`src/rtl/direction_ctrl_pkg.sv`:
```
// Direction codes shared with the snake graphics/logic stage, plus the reversal helper.
package direction_ctrl_pkg;

  localparam logic [3:0] DIR_LEFT  = 4'b1000;
  localparam logic [3:0] DIR_RIGHT = 4'b0100;
  localparam logic [3:0] DIR_UP    = 4'b0010;
  localparam logic [3:0] DIR_DOWN  = 4'b0001;
  localparam logic [3:0] DIR_STOP  = 4'b0000;

  // Only ever called with one-hot codes; anything else maps to STOP.
  function automatic logic [3:0] opposite_dir(input logic [3:0] dir);
    logic [3:0] opp;
    case (dir)
      DIR_LEFT:  opp = DIR_RIGHT;
      DIR_RIGHT: opp = DIR_LEFT;
      DIR_UP:    opp = DIR_DOWN;
      DIR_DOWN:  opp = DIR_UP;
      default:   opp = DIR_STOP;
    endcase
    return opp;
  endfunction

endpackage

```
`src/rtl/direction_ctrl_btn_debounce.sv`:
```
// btn_debounce: two-flop synchroniser, stability counter and rising-edge detect for one raw button.
module btn_debounce #(
  parameter int DEB_CYCLES = 500000,
  parameter int CNT_W      = 19
) (
  input  logic clk,
  input  logic rst_n,
  input  logic raw,
  output logic level,
  output logic press
);

  logic             sync1_q, sync1_d;
  logic             sync2_q, sync2_d;
  logic             level_q, level_d;
  logic             level_prev_q, level_prev_d;
  logic [CNT_W-1:0] cnt_q, cnt_d;

  // The level only follows the synced input after it disagrees for DEB_CYCLES cycles in a row.
  always_comb begin
    sync1_d      = raw;
    sync2_d      = sync1_q;
    level_prev_d = level_q;
    level_d      = level_q;
    cnt_d        = '0;
    if (sync2_q != level_q) begin
      if (cnt_q == CNT_W'(DEB_CYCLES - 1)) begin
        level_d = sync2_q;
      end else begin
        cnt_d = cnt_q + 1'b1;
      end
    end
  end

  always_ff @(posedge clk or negedge rst_n) begin
    if (!rst_n) begin
      sync1_q      <= 1'b0;
      sync2_q      <= 1'b0;
      level_q      <= 1'b0;
      level_prev_q <= 1'b0;
      cnt_q        <= '0;
    end else begin
      sync1_q      <= sync1_d;
      sync2_q      <= sync2_d;
      level_q      <= level_d;
      level_prev_q <= level_prev_d;
      cnt_q        <= cnt_d;
    end
  end

  assign level = level_q;
  assign press = level_q & ~level_prev_q;

endmodule

```
`src/rtl/direction_ctrl.sv`:
```
// direction_ctrl: debounced buttons -> one-hot snake direction with reversal rejection and game-over freeze.
// Optional feature: define PAUSE_EN to add a debounced btn_pause input that blanks/restores the direction.
module direction_ctrl
  import direction_ctrl_pkg::*;
#(
  parameter int DEB_CYCLES = 500000,
  parameter int CNT_W      = 19
) (
  input  logic       clk,
  input  logic       rst_n,
  input  logic       en,
  input  logic       g_over,
  input  logic       btn_left,
  input  logic       btn_right,
  input  logic       btn_up,
  input  logic       btn_down,
`ifdef PAUSE_EN
  input  logic       btn_pause,
`endif
  output logic [3:0] direction,
  output logic       dir_chg
);

  logic [3:0] raw_btn;
  logic [3:0] press_edge;
  logic [3:0] dir_q, dir_d;
  logic [3:0] direction_q, direction_d;
  logic       dir_chg_q, dir_chg_d;
  logic       single_press;
  logic       reversal;

  // Bit order matches the direction codes, so a single press edge is already the new code.
  assign raw_btn = {btn_left, btn_right, btn_up, btn_down};

  for (genvar i = 0; i < 4; i++) begin : g_btn
    btn_debounce #(.DEB_CYCLES(DEB_CYCLES), .CNT_W(CNT_W)) u_deb (
      .clk   (clk),
      .rst_n (rst_n),
      .raw   (raw_btn[i]),
      .level (),
      .press (press_edge[i])
    );
  end

`ifdef PAUSE_EN
  logic paused_q, paused_d;
  logic pause_edge;

  btn_debounce #(.DEB_CYCLES(DEB_CYCLES), .CNT_W(CNT_W)) u_deb_pause (
    .clk   (clk),
    .rst_n (rst_n),
    .raw   (btn_pause),
    .level (),
    .press (pause_edge)
  );
`endif

  assign single_press = ($countones(press_edge) == 1);
  assign reversal     = (dir_q != DIR_STOP) && (press_edge == opposite_dir(dir_q));

  // dir_q is the last accepted heading; the output is blanked separately while paused.
  always_comb begin
    dir_d = dir_q;
`ifdef PAUSE_EN
    paused_d = paused_q;
    if (g_over) begin
      dir_d    = DIR_STOP;
      paused_d = 1'b0;
    end else if (en) begin
      if (pause_edge) begin
        paused_d = ~paused_q;
      end else if (!paused_q && single_press && !reversal) begin
        dir_d = press_edge;
      end
    end
    direction_d = paused_d ? DIR_STOP : dir_d;
`else
    if (g_over) begin
      dir_d = DIR_STOP;
    end else if (en && single_press && !reversal) begin
      dir_d = press_edge;
    end
    direction_d = dir_d;
`endif
    dir_chg_d = (direction_d != direction_q);
  end

  always_ff @(posedge clk or negedge rst_n) begin
    if (!rst_n) begin
      dir_q       <= DIR_STOP;
      direction_q <= DIR_STOP;
      dir_chg_q   <= 1'b0;
    end else begin
      dir_q       <= dir_d;
      direction_q <= direction_d;
      dir_chg_q   <= dir_chg_d;
    end
  end

`ifdef PAUSE_EN
  always_ff @(posedge clk or negedge rst_n) begin
    if (!rst_n) begin
      paused_q <= 1'b0;
    end else begin
      paused_q <= paused_d;
    end
  end
`endif

  assign direction = direction_q;
  assign dir_chg   = dir_chg_q;

endmodule

```
`config.mk`:
```
export PLATFORM = sky130hd
export DESIGN_NAME = direction_ctrl
export DESIGN_NICKNAME = d
export VERILOG_FILES = /design/src/rtl/direction_ctrl_pkg.sv /design/src/rtl/direction_ctrl_btn_debounce.sv /design/src/rtl/direction_ctrl.sv
export SDC_FILE = /design/constraint.sdc
export NUM_CORES = 1
export LEC_CHECK = 0
export BUFFER_PORTS_ARGS = -buffer_cell sky130_fd_sc_hd__buf_2
export CORE_UTILIZATION = 61
export DETAILED_ROUTE_END_ITERATION = 12
export PLACE_DENSITY = 0.78
export SYNTH_ARGS = -nofsm -noshare
export SYNTH_HDL_FRONTEND = slang
export SYNTH_HIERARCHICAL = 1
export SYNTH_SLANG_ARGS = --single-unit
```
`constraint.sdc`:
```
create_clock -name clk -period 3.1 [get_ports clk]
set_clock_uncertainty 0.1 [all_clocks]
set_input_delay 0.465 -clock clk [delete_from_list [all_inputs] [get_ports clk]]
set_output_delay 0.465 -clock clk [all_outputs]
set_load 0.01 [all_outputs]
```
=== Yosys cells after proc, flatten, opt, wreduce, memory -nomap -nowiden ===
Cells that the tools add are included.

* Output and inout bits: 5
* Register bits: 97
* Logic and storage cells: 72

* Reduce and logical (&&, ||, !) cells: 9
* Equal/unequal tests: 15
* Add/sub/neg operators: 7
* Multiplexer cells: 11
* Bitwise gates (word level): 8

{| class="wikitable"
|+ Operator list
! operator !! number
|-
| $mux 19 || 8
|-
| $add 19x1->19 const B || 4
|-
| $eq 19x19->1 const B || 4
|-
| $pmux 4 s4 || 1
|-
| $mux 4 || 2
|-
| $reduce_and 2->1 || 4
|-
| $add 1x1->2 || 2
|-
| $and 1x1->1 || 4
|-
| $eq 4x1->1 const B || 1
|-
| $eq 4x2->1 const B || 1
|-
| $eq 4x3->1 const B || 1
|-
| $eq 4x4->1 || 1
|-
| $eq 4x4->1 const B || 1
|-
| $ne 1x1->1 || 4
|-
| $ne 4x4->1 || 1
|-
| $not 1->1 || 4
|-
| $reduce_bool 4->1 || 1
|-
| $add 2x2->3 || 1
|-
| $eq 3x1->1 const B || 1
|-
| $logic_and 1x1->1 || 3
|-
| $logic_not 1->1 || 1
|}

=== Depth between registers and ports, before layout ===
Gate-level depths: netlist of run 1.

* Depth after elaboration: 10
* Depth in mapped cells: 10
* Gate-level depth less buffers: 10

=== Modules after synthesis ===
Netlist of run 1, hierarchy kept.

{| class="wikitable"
|+ By module, submodules not included
! module !! cells an instance !! sequential area each (µm²) !! area an instance (µm²) !! times used
|-
| btn_debounce at g_btn[0].u_deb ... || 107 || 575.6 || 1,111.1 || 3
|-
| btn_debounce at g_btn[1].u_deb || 107 || 575.6 || 1,104.8 || 1
|-
| direction_ctrl || 55 || 125.1 || 508.0 || 1
|}

=== Worst setup path before layout of run 1 ===
No wires, ideal clock.

* Path type: reg2reg
* From: reg g_btn[1].u_deb.level_q
* To: reg direction_q[1] (netlist: direction[1])
* Stages on the path, launching flop included: 11
* Setup slack: 0.566 ns
* Data required time: 2.921 ns
* Data arrival time: 2.355 ns
* Setup time: 0.079 ns
* Clock period less this slack: 2.534 ns
* Cell sequence: dfrtp_1 > nor2b_1 > inv_1 > fa_1 > inv_1 > ha_1 > ha_1 > nor2_1 > nand3_1 > a21oi_2 > mux2i_1

* Cells in the longest elaborated chain, start to end: 8
* Elaborated cells between the ends (all ways): 11
* Classes of those cells: 2 x add/sub; 2 x eq/ne; 2 x mux; 1 x bitwise; 4 x reduce/logical

{| class="wikitable"
|+ RTL lines
! what !! RTL line !! text
|-
| start: declaration || direction_ctrl_btn_debounce.sv:15 || <nowiki>logic level_q, level_d;</nowiki>
|-
| start signal: assignment || direction_ctrl_btn_debounce.sv:45 || <nowiki>level_q <= level_d;</nowiki>
|-
| $and 1x1->1 (*) || direction_ctrl_btn_debounce.sv:52 || <nowiki>assign press = level_q & ~level_prev_q;</nowiki>
|-
| named net press_edge[1] || direction_ctrl.sv:25 || <nowiki>logic [3:0] press_edge;</nowiki>
|-
| $add 1x1->2 (not written as such) || direction_ctrl.sv:58 || <nowiki>assign single_press = ($countones(press_edge) == 1);</nowiki>
|-
| $add 2x2->3 (not written as such) || direction_ctrl.sv:58 ||
|-
| $eq 3x1->1 || direction_ctrl.sv:58 ||
|-
| $logic_and 1x1->1 (2 in a row) || direction_ctrl.sv:80 || <nowiki>end else if (en && single_press && !reversal) begin</nowiki>
|-
| $mux 4 (*) || direction_ctrl.sv:80 ||
|-
| $mux 4 (*) || direction_ctrl.sv:78 || <nowiki>if (g_over) begin</nowiki>
|-
| named net dir_d[1] || direction_ctrl.sv:26 || <nowiki>logic [3:0] dir_q, dir_d;</nowiki>
|-
| end signal: assignment || direction_ctrl.sv:95 || <nowiki>direction_q <= direction_d;</nowiki>
|-
| end: declaration || direction_ctrl.sv:27 || <nowiki>logic [3:0] direction_q, direction_d;</nowiki>
|}

The timed path passes the listed nets; every way through them passes the cells marked *.
A chain may end at the register's enable or synchronous reset.

=== Worst setup path after layout of run 1 ===
* From: reg g_btn[1].u_deb.level_q
* To: reg direction_q[2] (netlist: direction[2])

* Cells in the longest elaborated chain, start to end: 8
* Elaborated cells between the ends (all ways): 11
* Classes of those cells: 2 x add/sub; 2 x eq/ne; 2 x mux; 1 x bitwise; 4 x reduce/logical

{| class="wikitable"
|+ RTL lines
! what !! RTL line
|-
| $and 1x1->1 (*) || direction_ctrl_btn_debounce.sv:52
|-
| named net press_edge[1] || direction_ctrl.sv:25
|-
| $add 1x1->2 (not written as such) || direction_ctrl.sv:58
|-
| $add 2x2->3 (not written as such) || direction_ctrl.sv:58
|-
| $eq 3x1->1 || direction_ctrl.sv:58
|-
| $logic_and 1x1->1 || direction_ctrl.sv:80
|-
| $logic_and 1x1->1 (*) || direction_ctrl.sv:80
|-
| $mux 4 (*) || direction_ctrl.sv:80
|-
| $mux 4 (*) || direction_ctrl.sv:78
|-
| named net dir_d[2] || direction_ctrl.sv:26
|}

Marked as above.

==> flow_metrics.tcl, run 1 <==
set metrics [dict create \
    die_area_sq_um 8470 \
    report.power.total_w 0.00224 \
    timing.critical_path.required_ns 3.28 \
    final_common_cell "sky130_fd_sc_hd__dfrtp_1" \
    synth.lib_cells_used.distinct 49 \
    antenna_violating_nets_post_route 0 \
    setup_viol_count_final 0 \
    drt-wirelength-per-cell_um 14.4 \
    std_cell_rows 32 \
    maxClockFrequency_ghz 0.352 \
    p_sw_w 0.000513 \
    setup_tns_ns 0 \
    finalHoldViolations 0 \
    htree_num_levels 3 \
    post-cts-setup-buffer-count 0 \
    placement.cell_area_sq_um 5100 \
    synth_edf_count 0 \
    p_per_area_nw_per_um2 422 \
    flip_flop_cell_with_the_highest_count_after_synthesis "sky130_fd_sc_hd__dfrtp_1" \
    internal-power_w 0.00173 \
    detailed_place_hpwl_mm 5.97 \
    path_clk_slew_ns 0.09 \
    globalRouteTotalUtil 0.231 \
    layout.nets 515 \
    wire_length_of_the_first_global_routing_pass_mm 15.8 \
    dr.pass1.iters 4 \
    cts_inserted_buffers 9 \
    ios 13 \
    critical_path_arrival_ns 3.02 \
    areaGrowthSynthToFinish_pct 7.51 \
    clock_path_buffers 2 \
    seq_power_share 0.581 \
    synthTopCellsByArea "sky130_fd_sc_hd__dfrtp_1, sky130_fd_sc_hd__xnor2_1, sky130_fd_sc_hd__nor2_1" \
    whs_ns 0.0424 \
    antenna_found_initial 0 \
    relSlewSlack 0.399 \
    run_status "complete, no violations" \
    slew_violations 0 \
    cts_root_buffer "sky130_fd_sc_hd__clkbuf_8" \
    timing.final.crit_share 0.917 \
    cts_sinks 97 \
    drc_violation_count_after_routing 0 \
    die_height_um 92.0 \
    power.share.clock 0.383 \
    viasPerCell 5.72 \
    chipWidth_um 92.0 \
    timing.critical_path.fanout_max 5 \
    clk_latency_ns 0.36 \
    layout_common_cells "sky130_fd_sc_hd__dfrtp_1, sky130_fd_sc_hd__nor2_1, sky130_fd_sc_hd__xnor2_1" \
    postCtsHoldBufs 0 \
    yosysTopAreaCellShare 0.491 \
    final_design_area_no_fill_sq_um 5320 \
    port-buffer-count 12 \
    grt_max_degree 61 \
    grt_setup_unrepaired "false" \
    worst_pin_slew_ns 0.898 \
    layout-drive-gt1-share 0.119 \
    synth.cell_area_sq_um 4950 \
    syn-instance-count 483 \
    initial_utilization 0.637 \
    period_needed_ns 2.84 \
    gp_congestion 0.852 \
    global_route.overflow_total 0 \
    post_synthesis_sequential_area_ratio 0.491 \
    swShare 0.229 \
    cts_tree "yes" \
    setup.worst_path.start_class "flip-flop" \
    worst_vdd_rail_ir_drop_uv 258 \
    post_cts.resized_instances 0 \
    synth-seq-cells 97 \
    synth.net_count 498 \
    static_leakage_nw 2.18 \
    drt_iter0_drc 170 \
    fp.coreArea_sq_um 7770 \
    endpoint_kind "flip-flop" \
    max_cap_viols 0 \
    wl_mm 8.73 \
    syn-mean-instance-area_sq_um 10.2 \
    share_comb_of_total_power 0.037 \
    detailroute.via_count 3474 \
    critical_path_class "reg -> reg" \
    first_global_vias 3457 \
    antenna_cells_inserted 0 \
    final_core_utilization 0.685 \
    yosysTopAreaCell "sky130_fd_sc_hd__dfrtp_1" \
    yosysWarnings 6 \
    synth_async_sr_flop_share 1.00 \
    worst_hold_path_type "in -> async" \
]
[synth_stat cells (all sizes together) (2+ instances only)]
library cell / count
a21oi: 15
a22oi: 2
and2: 4
and3: 2
and4: 2
and4bb: 2
buf: 10
dfrtp: 97
ha: 6
inv: 25
mux2: 4
mux2i: 5
nand2: 23
nand2b: 4
nand3: 31
nand4: 21
nor2: 77
nor2b: 8
nor3: 14
nor4: 23
nor4b: 5
o211ai: 2
o21ai: 10
o22ai: 2
o2bb2ai: 2
o41ai: 4
or2b: 3
or3: 10
or4: 4
xnor2: 47
xor2: 12
[through the flow]
stage	instances	setup WS [ns]
2_1_floorplan	483	0.566
3_3_place_gp	591	0.430
3_5_place_dp	591	0.294
4_1_cts	607	0.275
5_1_grt	607	0.0629
6_report	607	0.257
[power groups by stage]
stage,Combinational [W],Clock (W),Sequential (W)
3_5_place_dp,0.0000849,0,0.00133
2_1_floorplan,0.0000501,0,0.00132
3_3_place_gp,0.0000842,0,0.00133
6_report,0.0000828,0.000858,0.00130
4_1_cts,0.0000854,0.000885,0.00130
5_1_grt,0.0000981,0.000940,0.00131
[flip-flops by register name, indices dropped and copies added (netlist names)]
signal / count
direction: 4
g_btn.u_deb/level_prev_q: 4
g_btn.u_deb/level: 4
g_btn.u_deb/sync1_q: 4
g_btn.u_deb/cnt_q: 76
g_btn.u_deb/sync2_q: 4
dir_chg: 1
[area by class of cell]
type | count | area (sq um)
Timing Repair Buffer | 17 | 100
Clock inverter | 5 | 62.6
Tap cell | 102 | 128
Sequential cell | 97 | 2430
Inverter | 25 | 93.8
Fill cell | 594 | 2450
Clock buffer | 11 | 151
Multi-Input combinational cell | 350 | 2350
[worst paths after layout]
check / startpoint / end / slack (ns) / cells after the start
max in group asynchronous: rst_n / g_btn[1].u_deb/sync2_q$_DFF_PN0_ / 2.07 / 2
min in group clk: btn_left / g_btn[3].u_deb/sync1_q$_DFF_PN0_ / 0.11 / 1
max: g_btn[1].u_deb/level$_DFFE_PN0P_ / direction[2]$_DFF_PN0_ / 0.26 / 10
min reg2reg: g_btn[3].u_deb/sync1_q$_DFF_PN0_ / g_btn[3].u_deb/sync2_q$_DFF_PN0_ / 0.26 / 0
max reg2reg: g_btn[1].u_deb/level$_DFFE_PN0P_ / direction[2]$_DFF_PN0_ / 0.26 / 10
min: rst_n / g_btn[2].u_deb/cnt_q[8]$_DFF_PN0_ / 0.04 / 1
[worst max-delay path: stages (launching register included)]
cell and delay (ns):
sky130_fd_sc_hd__dfrtp_1 0.39, sky130_fd_sc_hd__nor2b_1 0.34, sky130_fd_sc_hd__inv_1 0.20, sky130_fd_sc_hd__fa_1 0.54
sky130_fd_sc_hd__inv_1 0.05, sky130_fd_sc_hd__ha_1 0.17, sky130_fd_sc_hd__ha_1 0.27, sky130_fd_sc_hd__nor2_1 0.10
sky130_fd_sc_hd__nand3_1 0.16, sky130_fd_sc_hd__a21oi_2 0.24, sky130_fd_sc_hd__mux2i_1 0.21
[per-layer routing]
layer	vias up	GRT usage	share of wire
li1	1732	-	-
met1	1672	0.327	0.50
met2	54	0.352	0.46
met3	16	0.0456	0.028
met4	0	0.0911	0.018
met5	-	0	0
[cells by family after synthesis]
group | synth area share
and+or+nand+nor | 0.260
DFF | 0.491
xor gates and xnor gates | 0.104
AOI/OAI and AO/OA | 0.0734
buffers and inverters | 0.0331
muxes | 0.0192
adders and majority gates | 0.0192
Note: power is estimated with default switching activity, not from simulation.
==> inputs of run 2 (changes only) <==
--- a/config.mk
+++ b/config.mk
@@ -5,7 +5,9 @@
 export SDC_FILE = /design/constraint.sdc
 export NUM_CORES = 1
 export LEC_CHECK = 0
+export ABC_AREA = 1
 export BUFFER_PORTS_ARGS = -buffer_cell sky130_fd_sc_hd__buf_2
+export CAP_MARGIN = 10
 export CORE_UTILIZATION = 61
 export DETAILED_ROUTE_END_ITERATION = 12
 export PLACE_DENSITY = 0.78
==> run 2 against run 1 <==
  * The flow now finishes with violations (hold timing)
  * Fmax rose by 5.1%
  * Synthesized cell count rose by 40%
  * First-iteration DRC count rose by 1.2%
  * Critical endpoint is now dir_chg$_DFF_PN0_
  * Largest cell class is now multi-input combinational cells
  * Highest routed layer unchanged
==> flow_metrics.tcl, run 2 <==
set metrics [dict create \
    wl_mm 9.90 \
    synth.net_count 689 \
    max_cap_viols 0 \
    synth_async_sr_flop_share 1.00 \
    fp.coreArea_sq_um 8380 \
    yosysTopAreaCell "sky130_fd_sc_hd__dfrtp_1" \
    postLayoutSetupSlackWorst_ns 0.395 \
    cts_tree "yes" \
    ios 13 \
    die_height_um 95.8 \
    finalHoldViolations 2 \
    relSlewSlack 0.604 \
    critical_path_arrival_ns 2.92 \
    viasPerCell 5.22 \
    first_global_vias 4059 \
    post-cts-setup-buffer-count 0 \
    postCtsHoldBufs 0 \
    port-buffer-count 12 \
    antenna_found_initial 0 \
    post_synthesis_sequential_area_ratio 0.452 \
    drt-wirelength-per-cell_um 12.2 \
    layout_common_cells "sky130_fd_sc_hd__nor2_1, sky130_fd_sc_hd__nand2_1, sky130_fd_sc_hd__dfrtp_1" \
    path_clk_slew_ns 0.10 \
    yosysTopAreaCellShare 0.452 \
    setup_tns_ns 0 \
    syn-mean-instance-area_sq_um 7.97 \
    syn-instance-count 674 \
    period_needed_ns 2.70 \
    max_reg_flops 76 \
    global_route.overflow_total 0 \
    critical_path_class "reg -> reg" \
    synth.cell_area_sq_um 5370 \
    antenna_cells_inserted 0 \
    timing.final.crit_share 0.872 \
    worst_hold_path_type "in -> async" \
    initial_utilization 0.641 \
    gp_congestion 0.878 \
    worst_vdd_rail_ir_drop_uv 235 \
    timing.critical_path.buf_inv 3 \
    run_status "finished with violations" \
    detailroute.via_count 4216 \
    dr.pass1.iters 4 \
    globalRouteTotalUtil 0.244 \
    critPathTopFamily "adder cells" \
    grt_setup_unrepaired "false" \
    synth.lib_cells_used.distinct 27 \
    yosysWarnings 6 \
    timing.critical_path.fanout_max 5 \
    dp_worst_setup_slack_ns 0.420 \
    std_cell_rows 33 \
    antenna_violating_nets_post_route 0 \
    worst_pin_slew_ns 0.594 \
    maxClockFrequency_ghz 0.370 \
    largest-register "g_btn.u_deb/cnt_q" \
    synth-seq-cells 97 \
    setup_viol_count_final 0 \
    wire_length_of_the_first_global_routing_pass_mm 17.2 \
    static_leakage_nw 2.54 \
    cpMaxStageDelayCell "sky130_fd_sc_hd__fa_1" \
    clock_path_buffers 2 \
    chipWidth_um 95.8 \
    p_per_area_nw_per_um2 370 \
    layout-drive-gt1-share 0.161 \
    final_common_cell "sky130_fd_sc_hd__nor2_1" \
    cts_root_buffer "sky130_fd_sc_hd__clkbuf_8" \
    timing.critical_path.required_ns 3.31 \
    violated_checks "hold timing" \
    layout.nets 713 \
    slowest_delay_ns 0.52 \
    detailed_place_hpwl_mm 7.54 \
    grt_max_degree 53 \
    drc_violation_count_after_routing 0 \
    whs_ns -0.00990 \
    clk_latency_ns 0.36 \
    synth_top_cells_by_count "sky130_fd_sc_hd__nor2_1, sky130_fd_sc_hd__nand2_1, sky130_fd_sc_hd__dfrtp_1, sky130_fd_sc_hd__inv_1, sky130_fd_sc_hd__nand3_1" \
    cts_inserted_buffers 9 \
    slew_violations 0 \
    post_cts.resized_instances 0 \
    synthTopCellsByArea "sky130_fd_sc_hd__dfrtp_1, sky130_fd_sc_hd__nor2_1, sky130_fd_sc_hd__nand2_1" \
    die_area_sq_um 9180 \
    worstPathCellList "inv_1, nor2_1, inv_1, fa_1, inv_1, ha_1, ha_1, nor2_1, nand3_1, a21oi_2, nand4_1, nand2_1, nor2_1, nand2_1" \
    synth_edf_count 0 \
    yosys.cell_count.top_type "sky130_fd_sc_hd__nor2_1" \
    setup.worst_path.start_class "flip-flop" \
    flip_flop_cell_with_the_highest_count_after_synthesis "sky130_fd_sc_hd__dfrtp_1" \
    drt_iter0_drc 172 \
    final_core_utilization 0.688 \
    htree_num_levels 3 \
    endpoint_kind "flip-flop" \
    cts_sinks 97 \
    areaGrowthSynthToFinish_pct 7.34 \
]
==> run 2: cell types whose count changed after synthesis, moves of 20 or more <==
cell                      change
sky130_fd_sc_hd__nor2_2      +23
sky130_fd_sc_hd__nor4_1      -20
sky130_fd_sc_hd__nor2_1      +60
sky130_fd_sc_hd__nand3_1     +23
sky130_fd_sc_hd__inv_1       +56
sky130_fd_sc_hd__nand2_1     +99
sky130_fd_sc_hd__xnor2_1     -39
==> run 2: final cells by class <==
| class | count | area (sq um) |
|---|---|---|
| multi-input cells | 486 | 2600 |
| well taps | 105 | 131 |
| flip-flops and latches | 97 | 2430 |
| clock buffers | 10 | 138 |
| inverters | 91 | 347 |
| clock inverters | 6 | 42.5 |
| repair buffers | 13 | 82.6 |
| fillers | 692 | 2620 |
==> run 2: logic make-up after synthesis <==
| family | Yosys count | share of synthesized area |
|---|---|---|
| XOR/XNOR | 36 | 0.0643 |
| AO/OA/AOI/OAI | 41 | 0.0417 |
| AND/OR/NAND/NOR | 402 | 0.360 |
| flip-flops | 97 | 0.452 |
| adder cells (fa/ha/maj) | 7 | 0.0177 |
| buffers and inverters | 91 | 0.0645 |
==> run 2: routing by layer <==
metal	vias up	part of all wire	GRT usage
met5	-	0	0
met2	52	0.51	0.432
met3	14	0.021	0.0292
met4	0	0.019	0.106
li1	2156	-	-
met1	1994	0.45	0.300
==> run 2: worst paths after layout <==
check                           cells after the start                        startpoint                                  to  slack [ns]
worst max-delay path                               14  g_btn[1].u_deb/level$_DFFE_PN0P_                   dir_chg$_DFF_PN0_        0.40
min in group clk                                    1                          btn_left    g_btn[3].u_deb/sync1_q$_DFF_PN0_        0.11
worst min register to register                      0  g_btn[2].u_deb/sync1_q$_DFF_PN0_    g_btn[2].u_deb/sync2_q$_DFF_PN0_        0.26
max in group asynchronous                           2                             rst_n  g_btn[2].u_deb/cnt_q[16]$_DFF_PN0_        2.25
worst min-delay path                                1                             rst_n   g_btn[0].u_deb/cnt_q[7]$_DFF_PN0_       -0.01
worst max register to register                     14  g_btn[1].u_deb/level$_DFFE_PN0P_                   dir_chg$_DFF_PN0_        0.40
==> run 2: per-stage QoR <==
step | total power, W | cell area [sq um] | cells
2_1_floorplan | 0.00136 | 5370 | 674
3_3_place_gp | 0.00141 | 5580 | 792
3_5_place_dp | 0.00141 | 5580 | 792
4_1_cts | 0.00216 | 5760 | 808
5_1_grt | 0.00223 | 5760 | 808
6_report | 0.00213 | 5760 | 808
==> run 2: power by group <==
group | internal [W] | switching, W | leakage, nW
sequential | 0.00128 | 0.0000117 | 1.33
combinational | 0.0000240 | 0.0000640 | 1.13
clock | 0.000315 | 0.000434 | 0.0887
==> run 2: worst reg2reg max path, stage by stage (launching register included) <==
cell and delay, ns:
sky130_fd_sc_hd__dfrtp_1 0.44, sky130_fd_sc_hd__inv_1 0.08, sky130_fd_sc_hd__nor2_1 0.18, sky130_fd_sc_hd__inv_1 0.12, sky130_fd_sc_hd__fa_1 0.52, sky130_fd_sc_hd__inv_1 0.05
sky130_fd_sc_hd__ha_1 0.17, sky130_fd_sc_hd__ha_1 0.27, sky130_fd_sc_hd__nor2_1 0.10, sky130_fd_sc_hd__nand3_1 0.10, sky130_fd_sc_hd__a21oi_2 0.23, sky130_fd_sc_hd__nand4_1 0.12
sky130_fd_sc_hd__nand2_1 0.08, sky130_fd_sc_hd__nor2_1 0.04, sky130_fd_sc_hd__nand2_1 0.05
